[config.mk]
export PLATFORM = sky130hd
export DESIGN_NAME = i2s_dac_tx
export DESIGN_NICKNAME = d
export VERILOG_FILES = /design/src/rtl/audio_pkg.sv /design/src/rtl/sample_fifo.sv /design/src/rtl/i2s_dac_tx.sv
export SDC_FILE = /design/constraint.sdc
export NUM_CORES = 1
export LEC_CHECK = 0
export CELL_PAD_IN_SITES_DETAIL_PLACEMENT = 1
export CELL_PAD_IN_SITES_GLOBAL_PLACEMENT = 2
export CORE_MARGIN = 4
export CORE_UTILIZATION = 35
export DETAILED_ROUTE_END_ITERATION = 16
export DONT_BUFFER_PORTS = 1
export PLACE_DENSITY = 0.69
export SLEW_MARGIN = 20
export SYNTH_ARGS = -nofsm -noshare
export SYNTH_HDL_FRONTEND = slang
export SYNTH_SLANG_ARGS = --single-unit
export TNS_END_PERCENT = 100
[constraint.sdc]
create_clock -name clk -period 2.7 [get_ports clk]
set_clock_uncertainty 0.1 [all_clocks]
set_input_delay 0.135 -clock clk [delete_from_list [all_inputs] [get_ports clk]]
set_output_delay 0.135 -clock clk [all_outputs]
set_load 0.02 [all_outputs]
[src/rtl/audio_pkg.sv]
// Shared audio types: sample width, stereo frame payload, tx state and channel enums.
package audio_pkg;

  localparam int unsigned SAMPLE_W = 16;

  typedef struct packed {
    logic [SAMPLE_W-1:0] l;
    logic [SAMPLE_W-1:0] r;
  } frame_t;

  typedef enum logic [1:0] {IDLE, DELAY, SHIFT, PAD} tx_state_t;

  typedef enum logic {LEFT = 1'b0, RIGHT = 1'b1} chan_t;

endpackage

[src/rtl/sample_fifo.sv]
// Synchronous DEPTH x W frame FIFO with show-ahead read; shared by playback and capture paths.
module sample_fifo #(
  parameter int unsigned W     = 32,
  parameter int unsigned DEPTH = 4
) (
  input  logic         clk,
  input  logic         rst,
  input  logic         push,
  input  logic [W-1:0] wdata,
  input  logic         pop,
  output logic [W-1:0] rdata,
  output logic         full,
  output logic         empty
);

  localparam int unsigned AW = $clog2(DEPTH);

  logic [W-1:0] mem [DEPTH];
  logic [AW:0]  wr_ptr;
  logic [AW:0]  rd_ptr;
  logic         do_push;
  logic         do_pop;

  // Extra pointer bit distinguishes full from empty when the indices match.
  assign full    = (wr_ptr[AW] != rd_ptr[AW]) && (wr_ptr[AW-1:0] == rd_ptr[AW-1:0]);
  assign empty   = (wr_ptr == rd_ptr);
  assign do_push = push && !full;
  assign do_pop  = pop && !empty;
  assign rdata   = mem[rd_ptr[AW-1:0]];

  always_ff @(posedge clk or posedge rst) begin
    if (rst) begin
      wr_ptr <= '0;
      rd_ptr <= '0;
    end else begin
      if (do_push) wr_ptr <= wr_ptr + (AW+1)'(1);
      if (do_pop)  rd_ptr <= rd_ptr + (AW+1)'(1);
    end
  end

  always_ff @(posedge clk) begin
    if (do_push) mem[wr_ptr[AW-1:0]] <= wdata;
  end

endmodule

[src/rtl/i2s_dac_tx.sv]
// I2S / left-justified DAC serialiser; codec is BCLK/LRCK master, frames buffered in a small FIFO.
module i2s_dac_tx
  import audio_pkg::*;
#(
  parameter int unsigned N         = SAMPLE_W,
  parameter int unsigned DEPTH     = 4,
  parameter int unsigned I2S_DELAY = 1
) (
  input  logic         clk,
  input  logic         reset,
  input  logic         bclk,
  input  logic         daclrck,
  input  logic [N-1:0] sample_left,
  input  logic [N-1:0] sample_right,
  input  logic         sample_valid,
  output logic         sample_ready,
  output logic         dacdat,
  output logic         underrun
);

  localparam int unsigned FW = 2 * N;
  localparam int unsigned CW = $clog2(N);

  logic bclk_s1, bclk_s2, bclk_prev;
  logic lrck_s1, lrck_s2, lrck_last;
  logic bfall, slot_start;
  chan_t new_chan;

  logic          fifo_full, fifo_empty, pop;
  logic [FW-1:0] fifo_rdata;

  tx_state_t     state, state_n;
  logic [N-1:0]  shreg, shreg_n;
  logic [N-1:0]  hold_r, hold_r_n;
  logic [N-1:0]  word;
  logic [CW-1:0] cnt, cnt_n;
  logic          dacdat_n, underrun_n;

  // Two-flop synchronisers; lrck_last remembers LRCK as seen at the previous bfall.
  always_ff @(posedge clk or posedge reset) begin
    if (reset) begin
      bclk_s1   <= 1'b0;
      bclk_s2   <= 1'b0;
      bclk_prev <= 1'b0;
      lrck_s1   <= 1'b0;
      lrck_s2   <= 1'b0;
      lrck_last <= 1'b0;
    end else begin
      bclk_s1   <= bclk;
      bclk_s2   <= bclk_s1;
      bclk_prev <= bclk_s2;
      lrck_s1   <= daclrck;
      lrck_s2   <= lrck_s1;
      if (bfall) lrck_last <= lrck_s2;
    end
  end

  assign bfall      = bclk_prev && !bclk_s2;
  assign slot_start = bfall && (lrck_s2 != lrck_last);
  assign new_chan   = chan_t'(lrck_s2);

  sample_fifo #(
    .W     (FW),
    .DEPTH (DEPTH)
  ) u_fifo (
    .clk   (clk),
    .rst   (reset),
    .push  (sample_valid),
    .wdata ({sample_left, sample_right}),
    .pop   (pop),
    .rdata (fifo_rdata),
    .full  (fifo_full),
    .empty (fifo_empty)
  );

  assign sample_ready = !fifo_full;

  always_ff @(posedge clk or posedge reset) begin
    if (reset) begin
      state    <= IDLE;
      shreg    <= '0;
      hold_r   <= '0;
      cnt      <= '0;
      dacdat   <= 1'b0;
      underrun <= 1'b0;
    end else begin
      state    <= state_n;
      shreg    <= shreg_n;
      hold_r   <= hold_r_n;
      cnt      <= cnt_n;
      dacdat   <= dacdat_n;
      underrun <= underrun_n;
    end
  end

  // Slot starts take priority and truncate whatever word is in flight.
  always_comb begin
    state_n    = state;
    shreg_n    = shreg;
    hold_r_n   = hold_r;
    cnt_n      = cnt;
    dacdat_n   = dacdat;
    underrun_n = 1'b0;
    pop        = 1'b0;
    word       = '0;

    if (slot_start && (state != IDLE || new_chan == LEFT)) begin
      if (new_chan == LEFT) begin
        pop        = !fifo_empty;
        underrun_n = fifo_empty;
        word       = fifo_empty ? '0 : fifo_rdata[FW-1:N];
        hold_r_n   = fifo_empty ? '0 : fifo_rdata[N-1:0];
      end else begin
        word = hold_r;
      end
      if (I2S_DELAY != 0) begin
        state_n  = DELAY;
        shreg_n  = word;
        dacdat_n = 1'b0;
      end else begin
        state_n  = SHIFT;
        dacdat_n = word[N-1];
        shreg_n  = word << 1;
        cnt_n    = CW'(N - 1);
      end
    end else if (bfall) begin
      case (state)
        DELAY: begin
          state_n  = SHIFT;
          dacdat_n = shreg[N-1];
          shreg_n  = shreg << 1;
          cnt_n    = CW'(N - 1);
        end
        SHIFT: begin
          if (cnt == '0) begin
            state_n  = PAD;
            dacdat_n = 1'b0;
          end else begin
            dacdat_n = shreg[N-1];
            shreg_n  = shreg << 1;
            cnt_n    = cnt - CW'(1);
          end
        end
        default: dacdat_n = 1'b0;
      endcase
    end
  end

endmodule

# Word-level counts from Yosys, hierarchy flattened

Memories as Yosys holds them, arrays and structs flattened.
Cells that the tools add are included.

Reductions and logical operators: 19
Eq/ne operators: 9
Bitwise operators: 2
Muxes and demuxes: 23
$add $sub $neg: 3

Operators with widths:

| operator                                                              | number |
|---|---|
| 16-bit 2-to-1 mux                                                     | 6 |
| 16-bit case mux with 2 select lines                                   | 1 |
| 1-bit 2-to-1 mux                                                      | 9 |
| 4-bit case mux with 2 select lines                                    | 1 |
| 3-bit by 1-bit adder with 3-bit output, second input constant         | 2 |
| 1-bit logical AND                                                     | 6 |
| 2-bit 2-to-1 mux                                                      | 3 |
| 3-bit != test, second input constant                                  | 2 |
| 3-bit AND reduction                                                   | 2 |
| 2-bit nonzero test                                                    | 3 |
| 4-bit logical NOT                                                     | 1 |
| 4-bit 2-to-1 mux                                                      | 1 |
| 2-bit case mux with 2 select lines                                    | 1 |
| 4-bit AND reduction                                                   | 1 |
| 4-bit by 1-bit subtractor with 4-bit output, second input constant    | 1 |
| 3-bit equality test                                                   | 1 |
| 1-bit logical NOT                                                     | 3 |
| 3-bit nonzero test                                                    | 1 |
| 2-bit by 1-bit equality test with 1-bit output, second input constant | 1 |
| 2-bit equality test                                                   | 1 |
| 2-bit equality test, second input constant                            | 1 |
| 1-bit != test                                                         | 2 |
| 2-bit != test, second input constant                                  | 1 |
| 1-bit inverter                                                        | 2 |
| 3 further kinds                                                       | 3 |

Bits of input ports: 37
Register bits after elaboration: 52
Logic and storage cells: 71
Bits in writable memories: 128
Memories: 1
Output and inout port bits: 3

Memories:

| memory     | words | bits a word | read ports | clocked after memory_dff | wr ports | RTL line          | RTL |
|---|---|---|---|---|---|---|---|
| u_fifo.mem | 4     | 32          | 1          | 0                        | 1        | sample_fifo.sv:18 | `logic [W-1:0] mem [DEPTH];` |

# Longest topological paths before layout

Depth in word-level cells: 6
Gate-level depth with buffers: 7
Gate-level depth less buffers: 6

# Cells and area by module

From an unflattened synthesis, not the netlist that was laid out.

Cell total of the unflattened synthesis: 427
Area total of the unflattened synthesis: 7284.5 sq um

Modules (own cells, without submodules):

| module      | area an instance (sq um) | instances | sequential area each (sq um) | cells each |
|---|---|---|---|---|
| sample_fifo | 5132.4                   | 1         | 3993.8                       | 217 |
| i2s_dac_tx  | 2152.1                   | 1         | 1151.1                       | 210 |

# Least setup slack after synthesis

Ideal clock, no wire load.

Kind: flip-flop to flip-flop
Start: register u_fifo.rd_ptr[0]
End: memory u_fifo.mem[3][0], enable pin
Stages on the path, launching flop included: 5
Arrival: 1.887 ns
Path slack: 0.320 ns
Period minus slack after synthesis: 2.380 ns
Required time: 2.206 ns
Library setup time: 0.394 ns
Buffers on the path: 1
Cells stage by stage: dfrtp_1 buf_4 xnor2_2 a31oi_2 and2_1

Cells in the longest elaborated chain, start to end: 6

Ends and longest elaborated chain:

| element                                | RTL line          | RTL |
|---|---|---|
| from (decl)                            | sample_fifo.sv:20 | `logic [AW:0] rd_ptr;` |
| from (signal assigned)                 | sample_fifo.sv:37 | `if (do_pop) rd_ptr <= rd_ptr + (AW+1)'(1);` |
| 2-bit equality test                    | sample_fifo.sv:25 | `assign full = (wr_ptr[AW] != rd_ptr[AW]) && (wr_ptr[AW-1:0] == rd_ptr[AW-1:0]);` |
| 1-bit logical AND                      | sample_fifo.sv:25 |  |
| 1-bit logical NOT                      | sample_fifo.sv:27 | `assign do_push = push && !full;` |
| 1-bit logical AND                      | sample_fifo.sv:27 |  |
| 1-bit 2-to-1 mux                       | sample_fifo.sv:42 | `if (do_push) mem[wr_ptr[AW-1:0]] <= wdata;` |
| 1-bit 2-to-1 mux (implied by the code) | sample_fifo.sv:42 |  |
| to (decl)                              | sample_fifo.sv:18 |  |

No other way between the ends.

# Final worst setup path

Start: register state[0]
End: register shreg[6]

Cells in the longest elaborated chain, start to end: 5
Elaborated cells on any way between the ends: 12
Those cells by class: eq/ne (3); mux (3); reduce/logical (6)

Ends and longest elaborated chain:

| element                                                      | RTL line          | RTL |
|---|---|---|
| from (decl)                                                  | i2s_dac_tx.sv:32  | `tx_state_t state, state_n;` |
| from (signal assigned)                                       | i2s_dac_tx.sv:87  | `state <= state_n;` |
| 2-bit nonzero test                                           | i2s_dac_tx.sv:107 | `if (slot_start && (state != IDLE \|\| new_chan == LEFT)) begin` |
| 1-bit logical OR                                             | i2s_dac_tx.sv:107 |  |
| 1-bit logical AND                                            | i2s_dac_tx.sv:107 |  |
| 3-bit != test (no source line), or another cell as far along | -                 |  |
| 3-bit AND reduction (no source line)                         | -                 |  |
| to (signal assigned)                                         | i2s_dac_tx.sv:88  | `shreg <= shreg_n;` |
| to (decl)                                                    | i2s_dac_tx.sv:33  | `logic [N-1:0] shreg, shreg_n;` |

Parallel ways exist; a longest one is shown, timed or not. The select of a mux whose other input is x is not followed.
A chain may end at the register's enable or synchronous reset.

==> impl_metrics.ini <==
[pwr]
ir_drop_mv = 0.473
clkPwrFrac = 0.266
comb_power_share = 0.275
pwr-share-seq = 0.459
power.density_nw_per_um2 = 1040
leakage_nw = 2.97
sw_frac_of_total = 0.311
p_int_mw = 6.11
switchingPower_mw = 2.76

[final_layout]
drive_above_1_share = 0.183
diodes = 0
nets = 519
fillers = 1980
final_cell_area_sq_um = 8520
finalCoreUtilization = 0.421
areaGrowthSynthToFinish_pct = 18.1

[route]
post-route-drc-count = 0
first_pass_iters = 4
dr_total_vias = 3847
totalWireLength_mm = 14.8
detail_route.vias_per_cell = 5.09
ant_nets = 0
wl_per_cell_um = 19.6
detail_route.iter0.violations = 204

[floorplan]
die_h_um = 152
dieWidth_um = 152
dieArea_sq_um = 23000
core-area_sq_um = 20200
num_rows = 52
initial_core_util = 0.357
ios = 40

[grt]
track_usage = 0.141
grt_start_max_net_pins = 35
gr-total-overflow = 0
antenna_found_initial = 0
grt_pass1_wl_mm = 24.4
first_global_vias = 4319

[cts]
path_clk_slew_ps = 70
cts_tree = built
clk_latency_ps = 430
clock_path_buffers = 2
cts_sinks = 180
cts_buffers = 17
htreeDepth = 4
cts_resized = 0
root_buffer = clkbuf_16

[logic_synthesis]
yosys-top-cells-count = edfxtp_1, dfrtp_1, nand2_1, mux4_2, o21ai_0
synth_ff_type = edfxtp_1
netlist_instances = 424
synth-seq-cells = 180
netlist_area_sq_um = 7220
seq_area_frac_synth = 0.713
synth_nets = 470
synth_area_per_cell_sq_um = 17.0
yosysTopAreaCellShare = 0.533
synth_area_leader_cell = edfxtp_1
yosysWarnings = 0
ys_top_cells_by_area = edfxtp_1, dfrtp_1, mux4_2
yosysMostFrequentCell = edfxtp_1
synth-edff-count = 128
synth.distinct_cells = 44
async_flop_share = 0.289

[setup_path]
worstPathMaxFanout = 13
worstSetupEndpointType = flop
critical_path_class = flop to flop
start_kind = flop
arrival_ps = 2450
cp.required_ps = 2920

[place]
place_ws_ps = 499
gp_routability_congestion = 0.796
placed_cell_area_sq_um = 7610
numPortBuffers = 0
dp_hpwl_mm = 9.04

[sta]
rsz0062_at_grt = false
setup_viol = 0
tightest_slew_ps = 820
max_freq_ghz = 0.448
final.min_clock_period_ps = 2230
final_max_slew_viol_count = 0
holdWs_ps = 175
hold_viol_final = 0
relSlewSlack = 0.451
layout_setup_ws_ps = 469
min_period_over_period = 0.826
tns_ps = 0

[min_path]
min_path_type = primary input to flop

[outcome]
status = completed

[job]
cap_violations = 0
-- path summary, 6_finish.rpt --
path / to / cells after the start / slack, ps / startpoint
worst max register to register: shreg[6] / 6 / 470 / state[0]
worst min register to register: bclk_s2 / 0 / 260 / bclk_s1
worst min-delay path: lrck_s1 / 1 / 170 / daclrck
min in group asynchronous: u_fifo.wr_ptr[2] / 2 / 180 / reset
max in group asynchronous: bclk_prev / 3 / 1630 / reset
worst max-delay path: shreg[6] / 6 / 470 / state[0]
-- state kept, by name, summed over array words and instances (netlist names) --
register	flops
u_fifo.mem	128
hold_r	16
shreg	16
cnt	4
u_fifo.rd_ptr	3
u_fifo.wr_ptr	3
state	2
bclk_prev	1
bclk_s1	1
bclk_s2	1
dacdat	1
lrck_last	1
lrck_s1	1
lrck_s2	1
underrun	1
-- area by class of cell --
class                           instances  area, sq um  area share
Sequential cell                       180         5150       0.604
Timing Repair Buffer                   53          538      0.0631
Inverter                               11         41.3     0.00484
Multi-Input combinational cell        210         1900       0.223
Clock inverter                         12          120      0.0141
Tap cell                              270          338      0.0396
Clock buffer                           20          437      0.0512
-- worst max-delay path, stage by stage, from the launching register on --
cell,delay (ps)
dfrtp_1,390
inv_1,140
ha_1,350
and4bb_2,340
nor3_4,60
or2_1,420
a221oi_1,330
-- per-stage QoR --
| step | instances | power (mW) |
|---|---|---|
| 5_1_grt | 756 | 9.44 |
| 3_5_place_dp | 688 | 6.59 |
| 3_3_place_gp | 688 | 6.52 |
| 2_1_floorplan | 424 | 5.80 |
| 6_report | 756 | 8.87 |
| 4_1_cts | 756 | 9.03 |
-- routing by layer --
metal	vias up	GRT usage	share of wire	wire length (um)
li1	1761	-	-	-
met1	2022	0.182	0.45	6580
met2	51	0.238	0.51	7560
met3	13	0.0357	0.032	478
met4	0	0.0404	0.011	158
met5	-	0	0	0
-- power by group through the flow --
stage / clock network (mW) / registers (mW) / logic, mW
6_report: 2.36 / 4.07 / 2.44
5_1_grt: 2.56 / 4.15 / 2.73
2_1_floorplan: 0 / 4.01 / 1.79
4_1_cts: 2.43 / 4.08 / 2.52
3_3_place_gp: 0 / 4.10 / 2.42
3_5_place_dp: 0 / 4.13 / 2.45
-- layout by cell type (no fill, tap or decap), types with 11 or more instances in the layout --
master,synthesis,layout
mux4_2,32,32
dfrtp_1,52,51
dlygate4sd3_1,0,36
a22oi_1,11,11
a32oi_1,16,16
o21ai_0,19,19
nand2_1,38,38
a31oi_1,15,15
nor3_1,13,13
clkbuf_16,0,17
buf_4,5,13
edfxtp_1,128,128
-- kinds of logic after synthesis --
kind of cell               count (synthesis)  share of synthesized area
muxes                                     36                      0.106
AOI/OAI and AO/OA                         79                     0.0763
DFF                                      180                      0.713
buffers and inverters                     34                     0.0232
xor gates and xnor gates                   8                     0.0118
and+or+nand+nor                           78                     0.0544
adders and majority gates                  9                     0.0156
-- what timing repair did --
item,4_1_cts,5_1_grt
endpoints found under the hold margin,162,0
hold buffers,36,0
buffers inserted,0,0
(Power assumes the default switching activity.)
